==> config.mk <==
export PLATFORM = sky130hd
export DESIGN_NAME = mux4_rr_arbiter
export DESIGN_NICKNAME = d
export VERILOG_FILES = /design/src/rtl/mux4_rr_arbiter_pkg.sv /design/src/rtl/mux4_rr_arbiter_rr_pick4.sv /design/src/rtl/mux4_rr_arbiter.sv
export SDC_FILE = /design/constraint.sdc
export NUM_CORES = 1
export LEC_CHECK = 0
export ABC_AREA = 1
export ABC_CLOCK_PERIOD_IN_PS = 2300
export BUFFER_PORTS_ARGS = -buffer_cell sky130_fd_sc_hd__buf_4
export CELL_PAD_IN_SITES_DETAIL_PLACEMENT = 0
export CELL_PAD_IN_SITES_GLOBAL_PLACEMENT = 1
export CORE_MARGIN = 1
export CORE_UTILIZATION = 43
export CTS_CLUSTER_SIZE = 16
export DETAILED_ROUTE_END_ITERATION = 8
export PLACE_DENSITY_LB_ADDON = 0.1
export SYNTH_ARGS = -nofsm -noshare
export SYNTH_HDL_FRONTEND = slang
export SYNTH_SLANG_ARGS = --single-unit
==> constraint.sdc <==
create_clock -name clk -period 2.3 [get_ports clk]
set_input_delay 0.115 -clock clk [delete_from_list [all_inputs] [get_ports clk]]
set_output_delay 0.115 -clock clk [all_outputs]
set_load 0.1 [all_outputs]
==> src/rtl/mux4_rr_arbiter_pkg.sv <==
// Shared types and helpers for the four-way round-robin arbiter.
// Holds the state encoding, requester count and one-hot grant helper.
package arb_pkg;

  typedef enum logic {
    IDLE = 1'b0,
    BUSY = 1'b1
  } arb_state_t;

  localparam int N_REQ = 4;
  localparam int SEL_W = 2;

  function automatic logic [N_REQ-1:0] onehot4(input logic [SEL_W-1:0] idx);
    onehot4 = 4'b0001 << idx;
  endfunction

endpackage

==> src/rtl/mux4_rr_arbiter_rr_pick4.sv <==
// Combinational round-robin winner search over four requesters.
// Search starts just after 'last' and ends on 'last' itself.
module rr_pick4
  import arb_pkg::*;
(
  input  logic [N_REQ-1:0] req,
  input  logic [SEL_W-1:0] last,
  output logic             valid,
  output logic [SEL_W-1:0] idx
);

  logic [SEL_W-1:0] cand;

  // NOTE: every variable written here gets a default first, so no latch is inferred.
  always_comb begin
    valid = 1'b0;
    idx   = last;
    cand  = last;
    for (int k = 1; k <= N_REQ; k++) begin
      cand = last + SEL_W'(k);
      if (!valid && req[cand]) begin
        valid = 1'b1;
        idx   = cand;
      end
    end
  end

endmodule

==> src/rtl/mux4_rr_arbiter.sv <==
// Round-robin arbiter for a shared 4:1-muxed resource with a watchdog.
// Grant and mux select are registered together and held until release.
module mux4_rr_arbiter
  import arb_pkg::*;
#(
  parameter int TIMEOUT_W = 8,
  parameter int TIMEOUT   = 200
) (
  input  logic             clk,
  input  logic             rst,
  input  logic [N_REQ-1:0] req,
  input  logic             done,
  output logic [N_REQ-1:0] gnt,
  output logic [SEL_W-1:0] sel,
  output logic             busy,
  output logic             timeout_err
);

  localparam logic [TIMEOUT_W-1:0] WD_LAST =
    TIMEOUT_W'((TIMEOUT == 0) ? 0 : TIMEOUT - 1);

  arb_state_t           state, state_nxt;
  logic [SEL_W-1:0]     last, last_nxt;
  logic [TIMEOUT_W-1:0] wd, wd_nxt;
  logic [N_REQ-1:0]     gnt_nxt;
  logic [SEL_W-1:0]     sel_nxt;
  logic                 busy_nxt;
  logic                 terr_nxt;

  logic [SEL_W-1:0]     pick_last;
  logic                 pick_valid;
  logic [SEL_W-1:0]     pick_idx;
  logic                 wd_expired;
  logic                 release_now;

  // While busy the owner is about to become 'last', so search from it directly.
  assign pick_last = (state == BUSY) ? sel : last;

  rr_pick4 u_pick (
    .req   (req),
    .last  (pick_last),
    .valid (pick_valid),
    .idx   (pick_idx)
  );

  assign wd_expired  = (TIMEOUT != 0) && (wd == WD_LAST);
  assign release_now = done || !req[sel] || wd_expired;

  always_comb begin
    state_nxt = state;
    last_nxt  = last;
    wd_nxt    = wd;
    gnt_nxt   = gnt;
    sel_nxt   = sel;
    busy_nxt  = busy;
    terr_nxt  = 1'b0;
    case (state)
      IDLE: begin
        if (pick_valid) begin
          state_nxt = BUSY;
          gnt_nxt   = onehot4(pick_idx);
          sel_nxt   = pick_idx;
          busy_nxt  = 1'b1;
          wd_nxt    = '0;
        end
      end
      BUSY: begin
        if (release_now) begin
          last_nxt = sel;
          // Completion and abort both take precedence over the watchdog.
          terr_nxt = !done && req[sel] && wd_expired;
          if (pick_valid) begin
            gnt_nxt = onehot4(pick_idx);
            sel_nxt = pick_idx;
            wd_nxt  = '0;
          end else begin
            state_nxt = IDLE;
            gnt_nxt   = '0;
            busy_nxt  = 1'b0;
          end
        end else if (wd != '1) begin
          wd_nxt = wd + 1'b1;
        end
      end
      default: state_nxt = IDLE;
    endcase
  end

  // NOTE: sequential state uses non-blocking assignments only.
  always_ff @(posedge clk or posedge rst) begin
    if (rst) begin
      state       <= IDLE;
      last        <= 2'd3;
      wd          <= '0;
      gnt         <= '0;
      sel         <= '0;
      busy        <= 1'b0;
      timeout_err <= 1'b0;
    end else begin
      state       <= state_nxt;
      last        <= last_nxt;
      wd          <= wd_nxt;
      gnt         <= gnt_nxt;
      sel         <= sel_nxt;
      busy        <= busy_nxt;
      timeout_err <= terr_nxt;
    end
  end

endmodule

; ---- After elaboration in Yosys (flattened, before gate mapping)
; Index checks and enable logic that the tools add are counted.
; W data, S select, Z words.
[word_totals]
regBits = 19
latch_bits = 0
ram_bits = 0
mem_bits_ro = 0
in_bits = 7
memories = 0
[classes]
addsub = 4
multipliers = 0
n_div = 0
order_cmp = 5
eq_ne = 6
shift = 1
n_mux = 39
n_bitwise = 1
reduce_logical = 15
[ops]
columns = op, n
row1 = $mux W8, 3
row2 = $mux W1, 16
row3 = $pmux W8 S2, 1
row4 = $lt A2 B3 Y1 const B, 5
row5 = $mux W2, 7
row6 = $mux W4, 3
row7 = $bmux W1 S2, 5
row8 = $add A8 B1 Y8 const B, 1
row9 = $eq A8 B8 Y1 const B, 1
row10 = $ne A8 B8 Y1 const B, 1
row11 = $pmux W4 S2, 1
row12 = $logic_and A1 B1 Y1, 5
row13 = $logic_not A1 Y1, 5
row14 = $add A2 B2 Y2 const B, 2
row15 = $ne A2 B2 Y1 const B, 2
row16 = $pmux W1 S2, 2
row17 = $pmux W2 S2, 1
row18 = $reduce_and A2 Y1, 2
row19 = $shl A1 B2 Y4 const A, 1
row20 = $ne A3 B1 Y1 const B, 1
row21 = $reduce_and A3 Y1, 1
row22 = $add A2 B1 Y2 const B, 1
row23 = $logic_or A1 B1 Y1, 2
row24 = $ne A2 B1 Y1 const B, 1
row25 = $not A1 Y1, 1

; ---- Longest topological paths before layout
[logic_depth]
word_depth = 18
ltp_mapped = 16

; ---- Modules after synthesis
; Synthesis repeated with hierarchy kept, for this count alone.
[unflattened]
hier_cells = 210
hier_area_um2 = 1465.2
[modules_own_cells]
columns = mod, n_inst, cells_per_inst, area_per_inst_um2
row1 = mux4_rr_arbiter, 1, 164, 1233.7
row2 = rr_pick4, 1, 46, 231.5

; ---- Worst setup path after synthesis
; Ideal clock, no wire load.
[synth_path]
path_kind = reg-to-reg
from = reg sel[0]
to = reg gnt[2]
arrival_time_ns = 2.084
setup_slack_ns = 0.096
stages_incl_launch_ff = 14
path_buffers = 0
synth_period_minus_slack_ns = 2.204
path_cell_list = dfrtp_1 -> inv_2 -> nand2_2 -> nand2_4 -> nand2_2 -> nand2_4 -> nand2_2 -> nand2_4 -> nor2_8 -> nand2_4 -> nand2_2 -> nand2_4 -> nand3_1 -> nand2_1
[synth_via]
elab_chain_cells = 18
[synth_rtl]
columns = item, line
row1 = start: declaration, mux4_rr_arbiter.sv:14  ; output logic [SEL_W-1:0] sel,
row2 = start signal: assignment, mux4_rr_arbiter.sv:104  ; sel <= sel_nxt;
row3 = $mux W2, mux4_rr_arbiter.sv:37  ; assign pick_last = (state == BUSY) ? sel : last;
row4 = $add A2 B1 Y2, mux4_rr_arbiter_rr_pick4.sv:20  ; cand = last + SEL_W'(k);
row5 = $bmux W1 S2, mux4_rr_arbiter_rr_pick4.sv:21  ; if (!valid && req[cand]) begin
row6 = $mux W1 (not written as such), mux4_rr_arbiter_rr_pick4.sv:21
row7 = $mux W1, mux4_rr_arbiter_rr_pick4.sv:21
row8 = $logic_not A1 Y1, mux4_rr_arbiter_rr_pick4.sv:21
row9 = $logic_and A1 B1 Y1, mux4_rr_arbiter_rr_pick4.sv:21
row10 = $mux W1, mux4_rr_arbiter_rr_pick4.sv:21
row11 = (+2 left out), --
row12 = $mux W1, mux4_rr_arbiter_rr_pick4.sv:21
row13 = $logic_not A1 Y1, mux4_rr_arbiter_rr_pick4.sv:21
row14 = $logic_and A1 B1 Y1, mux4_rr_arbiter_rr_pick4.sv:21
row15 = $mux W2, mux4_rr_arbiter_rr_pick4.sv:21
row16 = $shl A1 B2 Y4, mux4_rr_arbiter_pkg.sv:14  ; onehot4 = 4'b0001 << idx;
row17 = $mux W4, mux4_rr_arbiter.sv:72  ; if (pick_valid) begin
row18 = $mux W4, mux4_rr_arbiter.sv:68  ; if (release_now) begin
row19 = $pmux W4 S2, mux4_rr_arbiter.sv:57  ; case (state)
row20 = end signal: assignment, mux4_rr_arbiter.sv:103  ; gnt <= gnt_nxt;
row21 = end: declaration, mux4_rr_arbiter.sv:13  ; output logic [N_REQ-1:0] gnt,
; Parallel ways exist; a longest one is shown, timed or not. The select of a mux whose other input is x is not followed.
; A chain may end at the register's enable or synchronous reset.

; ---- Worst setup path in the final report
[layout_path]
from = reg state
to = reg gnt[0]
[layout_via]
elab_chain_cells = 18
[layout_rtl]
columns = item, line
row1 = start: declaration, mux4_rr_arbiter.sv:22  ; arb_state_t state, state_nxt;
row2 = start signal: assignment, mux4_rr_arbiter.sv:100  ; state <= state_nxt;
row3 = $mux W2, mux4_rr_arbiter.sv:37
row4 = $add A2 B1 Y2, mux4_rr_arbiter_rr_pick4.sv:20
row5 = $bmux W1 S2, mux4_rr_arbiter_rr_pick4.sv:21
row6 = $mux W1 (not written as such), mux4_rr_arbiter_rr_pick4.sv:21
row7 = $mux W1, mux4_rr_arbiter_rr_pick4.sv:21
row8 = $logic_not A1 Y1, mux4_rr_arbiter_rr_pick4.sv:21
row9 = $logic_and A1 B1 Y1, mux4_rr_arbiter_rr_pick4.sv:21
row10 = $mux W1, mux4_rr_arbiter_rr_pick4.sv:21
row11 = (+2 left out), --
row12 = $mux W1, mux4_rr_arbiter_rr_pick4.sv:21
row13 = $logic_not A1 Y1, mux4_rr_arbiter_rr_pick4.sv:21
row14 = $logic_and A1 B1 Y1, mux4_rr_arbiter_rr_pick4.sv:21
row15 = $mux W2, mux4_rr_arbiter_rr_pick4.sv:21
row16 = $shl A1 B2 Y4, mux4_rr_arbiter_pkg.sv:14
row17 = $mux W4, mux4_rr_arbiter.sv:72
row18 = $mux W4, mux4_rr_arbiter.sv:68
row19 = $pmux W4 S2, mux4_rr_arbiter.sv:57
; Parallel ways exist; a longest one is shown, timed or not. The select of a mux whose other input is x is not followed.

==> results.md <==
- Number of fill cells: 334
- Detail Route met2 WL: ~1.3 mm
- Commonest cells after routing, fill and taps aside: 59 x nand2_1, 21 x nand3_1, 21 x nand2_2
- I/O Buffers: 14
- Clock sinks: 19
- Hold Crit Depth: 4
- Depth of the CTS H-tree: 1
- WS Path Type: reg -> reg
- DIE AREA: roughly 0.0037 mm^2
- Yosys warns: 0
- Initial antenna violation count: 0
- Row count: 20
- Post-Syn Area: around 0.0015 mm^2
- CTS tree: done
- Data required time of the critical path: ~2500 ps
- Highest routed layer: met3
- Compound-gate portion of the synthesized area: approximately 7.8%
- Synthesized area per cell: 7.56 um^2
- Pre-antenna DRT Iters: 4
- Final setup viols: 0
- Final period utilization: about 87%
- Total length of routed wires: 3.07 mm
- Global-route wire length before repair: between 5 and 6 mm
- GPL Wtd Cong: 0.764
- Total negative slack: 0 ps
- Met3 routed WL: ~140 um
- Die Ht: roughly 61 um
- Synth Flop Type: dfrtp_1
- Area of the core: roughly 0.0032 mm^2
- GRT Total Usage: between 10% and 20%
- Clock Tree Buf Depth: 2
- Max Transition Viols Final: 0
- Antenna Nets Post-Route: 0
- Gr ovfl total: 0
- Cell count after synthesis: approximately 200
- Worst Skew: between 4 and 5 ps
- Die X: 60.5 um
- Boundary Pins: 15
- Leading cell type in the layout, fill and taps excluded: nand2_1
- CP startpoint kind: register
- Via density: ~4.9
- Final #Nets: 223
- Total number of vias: 1273
- Total setup buffers inserted after CTS: 0
- Worst-Skew Late Latency: 300 ps
- RSZ-0062 raised after global routing: false
- Max_slew headroom: 51.9%
- Simple-gate portion of the synthesized area: approximately 51%
- Ys async rst share: between 90% and 100%
- Post-Syn Nets: approximately 200
- FF+latch count, synth: 19
- Critical path arrival: roughly 2200 ps
- CP Max Fanout: 10
- Clock root buffer: clkbuf_4
- Highest clock rate: about 500 MHz
- Number of global-route vias before repair: 1149
- Min cycle time layout: about 2000 ps
- Area delta synth->final: 13.2%
- Post-Synth Adder-Cell Area: less than 1%
- Yosys cell types: 28
- Mux share of post-synthesis cell area: 0%
- Post-DR wirelength/cell: about 12 um
- Worst-path clk slew: ~110 ps
- Max-Cap Viols: 0
- FF+latch area: about 480 um^2
- Crit end category: register
- Remaining DRCs: 0
- Num CTS Buffers: 3
- Layout cell share with drive strength beyond 1: between 30% and 40%
- Drt initial violations: 69
- Slew @ Worst Pin: just over 700 ps
- Final Hold Vio Count: 0
- Xor and xnor area share after synthesis: ~1.2%
- Status: completed
- Multi-input logic area: 898 um^2
- Post-synthesis sequential area ratio: between 30% and 40%
- Number of flops mapped to enable cells by yosys: 0
- Post-DP HPWL: about 2.5 mm
- M1 wire length: approximately 1.6 mm
- Largest family of logic cells by synthesized area: simple AND/OR/NAND/NOR gates
- Ant. Diodes: 0
- HP Class: in -> reg
- Initial Utilization: between 40% and 50%
- Largest net degree at the start of global routing: 20
- Worst reg2reg path depth: 13
==> synthesized netlist by cell type, types with 2 or more instances <==
| cell type | n | share of area, % |
|---|---|---|
| nand4_1 | 2 | 0.85 |
| a21oi_1 | 4 | 1.4 |
| nand2_2 | 21 | 8.9 |
| nand2_4 | 10 | 7.6 |
| nor2_1 | 6 | 1.5 |
| dfrtp_1 | 17 | 29 |
| a21oi_2 | 2 | 1.2 |
| xor2_1 | 2 | 1.2 |
| inv_1 | 16 | 4.1 |
| nand2_8 | 2 | 2.7 |
| dfstp_2 | 2 | 3.6 |
| nand3_1 | 21 | 7.1 |
| inv_2 | 4 | 1.0 |
| o21ai_1 | 4 | 1.4 |
| nand3_2 | 3 | 2.0 |
| o21ai_0 | 7 | 2.4 |
| nand2_1 | 59 | 15 |
| nor3_1 | 3 | 1.0 |
==> routing by layer <==
metal	vias up	global-route usage (%)
li1	663	-
met1	579	28.5
met2	31	28.7
met3	0	4.69
met4	0	0.974
met5	-	0
==> worst paths after layout <==
check | startpoint | end | slack (ps)
max | state$_DFF_PP0_ | gnt[0]$_DFFE_PP0P_ | 300
min | done | timeout_err$_DFF_PP0_ | 60
max reg2reg | state$_DFF_PP0_ | gnt[0]$_DFFE_PP0P_ | 300
min reg2reg | wd[5]$_DFFE_PP0P_ | wd[5]$_DFFE_PP0P_ | 510
max in group asynchronous | rst | timeout_err$_DFF_PP0_ | 1360
min in group asynchronous | rst | wd[6]$_DFFE_PP0P_ | 480
==> cell type report <==
class / instances / area share, %
inverter: 21 / 5.18
tap: 44 / 3.30
timing repair buffer: 16 / 7.35
multi-input combinational: 154 / 53.9
clock inverter: 1 / 0.300
clock buffer: 3 / 1.35
sequential: 19 / 28.7
==> flip-flops by register name, indices dropped and copies added, names as in the netlist <==
name,flops
busy,1
gnt,4
last,2
sel,2
state,1
timeout_err,1
wd,8
==> what timing repair did <==
item / 4_1_cts / 5_1_grt
hold buffers: 1 / 0
resized for setup: 0 / 0
endpoints found under the hold margin: 17 / 0
==> cells by family after synthesis <==
family / count (synthesis)
adder cells (fa/ha/maj): 1
buffers and inverters: 22
AND/OR/NAND/NOR: 132
AO/OA/AOI/OAI: 19
flip-flops: 19
XOR/XNOR: 2
==> stage by stage <==
step / hold slack (ps) / util [%] / instance area [um^2] / std cells / setup slack [ps]
final: 59.4 / 52.9 / 1670 / 258 / 303
after floorplan: 64.6 / - / 1470 / 195 / 95.7
after global routing: 52.9 / 52.9 / 1670 / 258 / 86.4
after detailed placement: 291 / 51.7 / 1630 / 253 / 307
after CTS: 56.8 / 52.9 / 1670 / 258 / 284
after global placement: 283 / 51.7 / 1630 / 253 / 351
==> worst max-delay path, stage by stage, from the launching register on <==
cell and delay (ps):
dfrtp_1 680, inv_8 90, nand2_8 100, nand2_8 70, nand2_1 80, nand3_1 110
nand2_2 120, inv_2 70, nor2_8 100, nand2_4 80, nor2_2 140, nor2_1 90
nand3_1 90, nand2_1 60
Power is not shown: default switching activity piles up to over one toggle a cycle in this logic, so the estimate is an artifact.
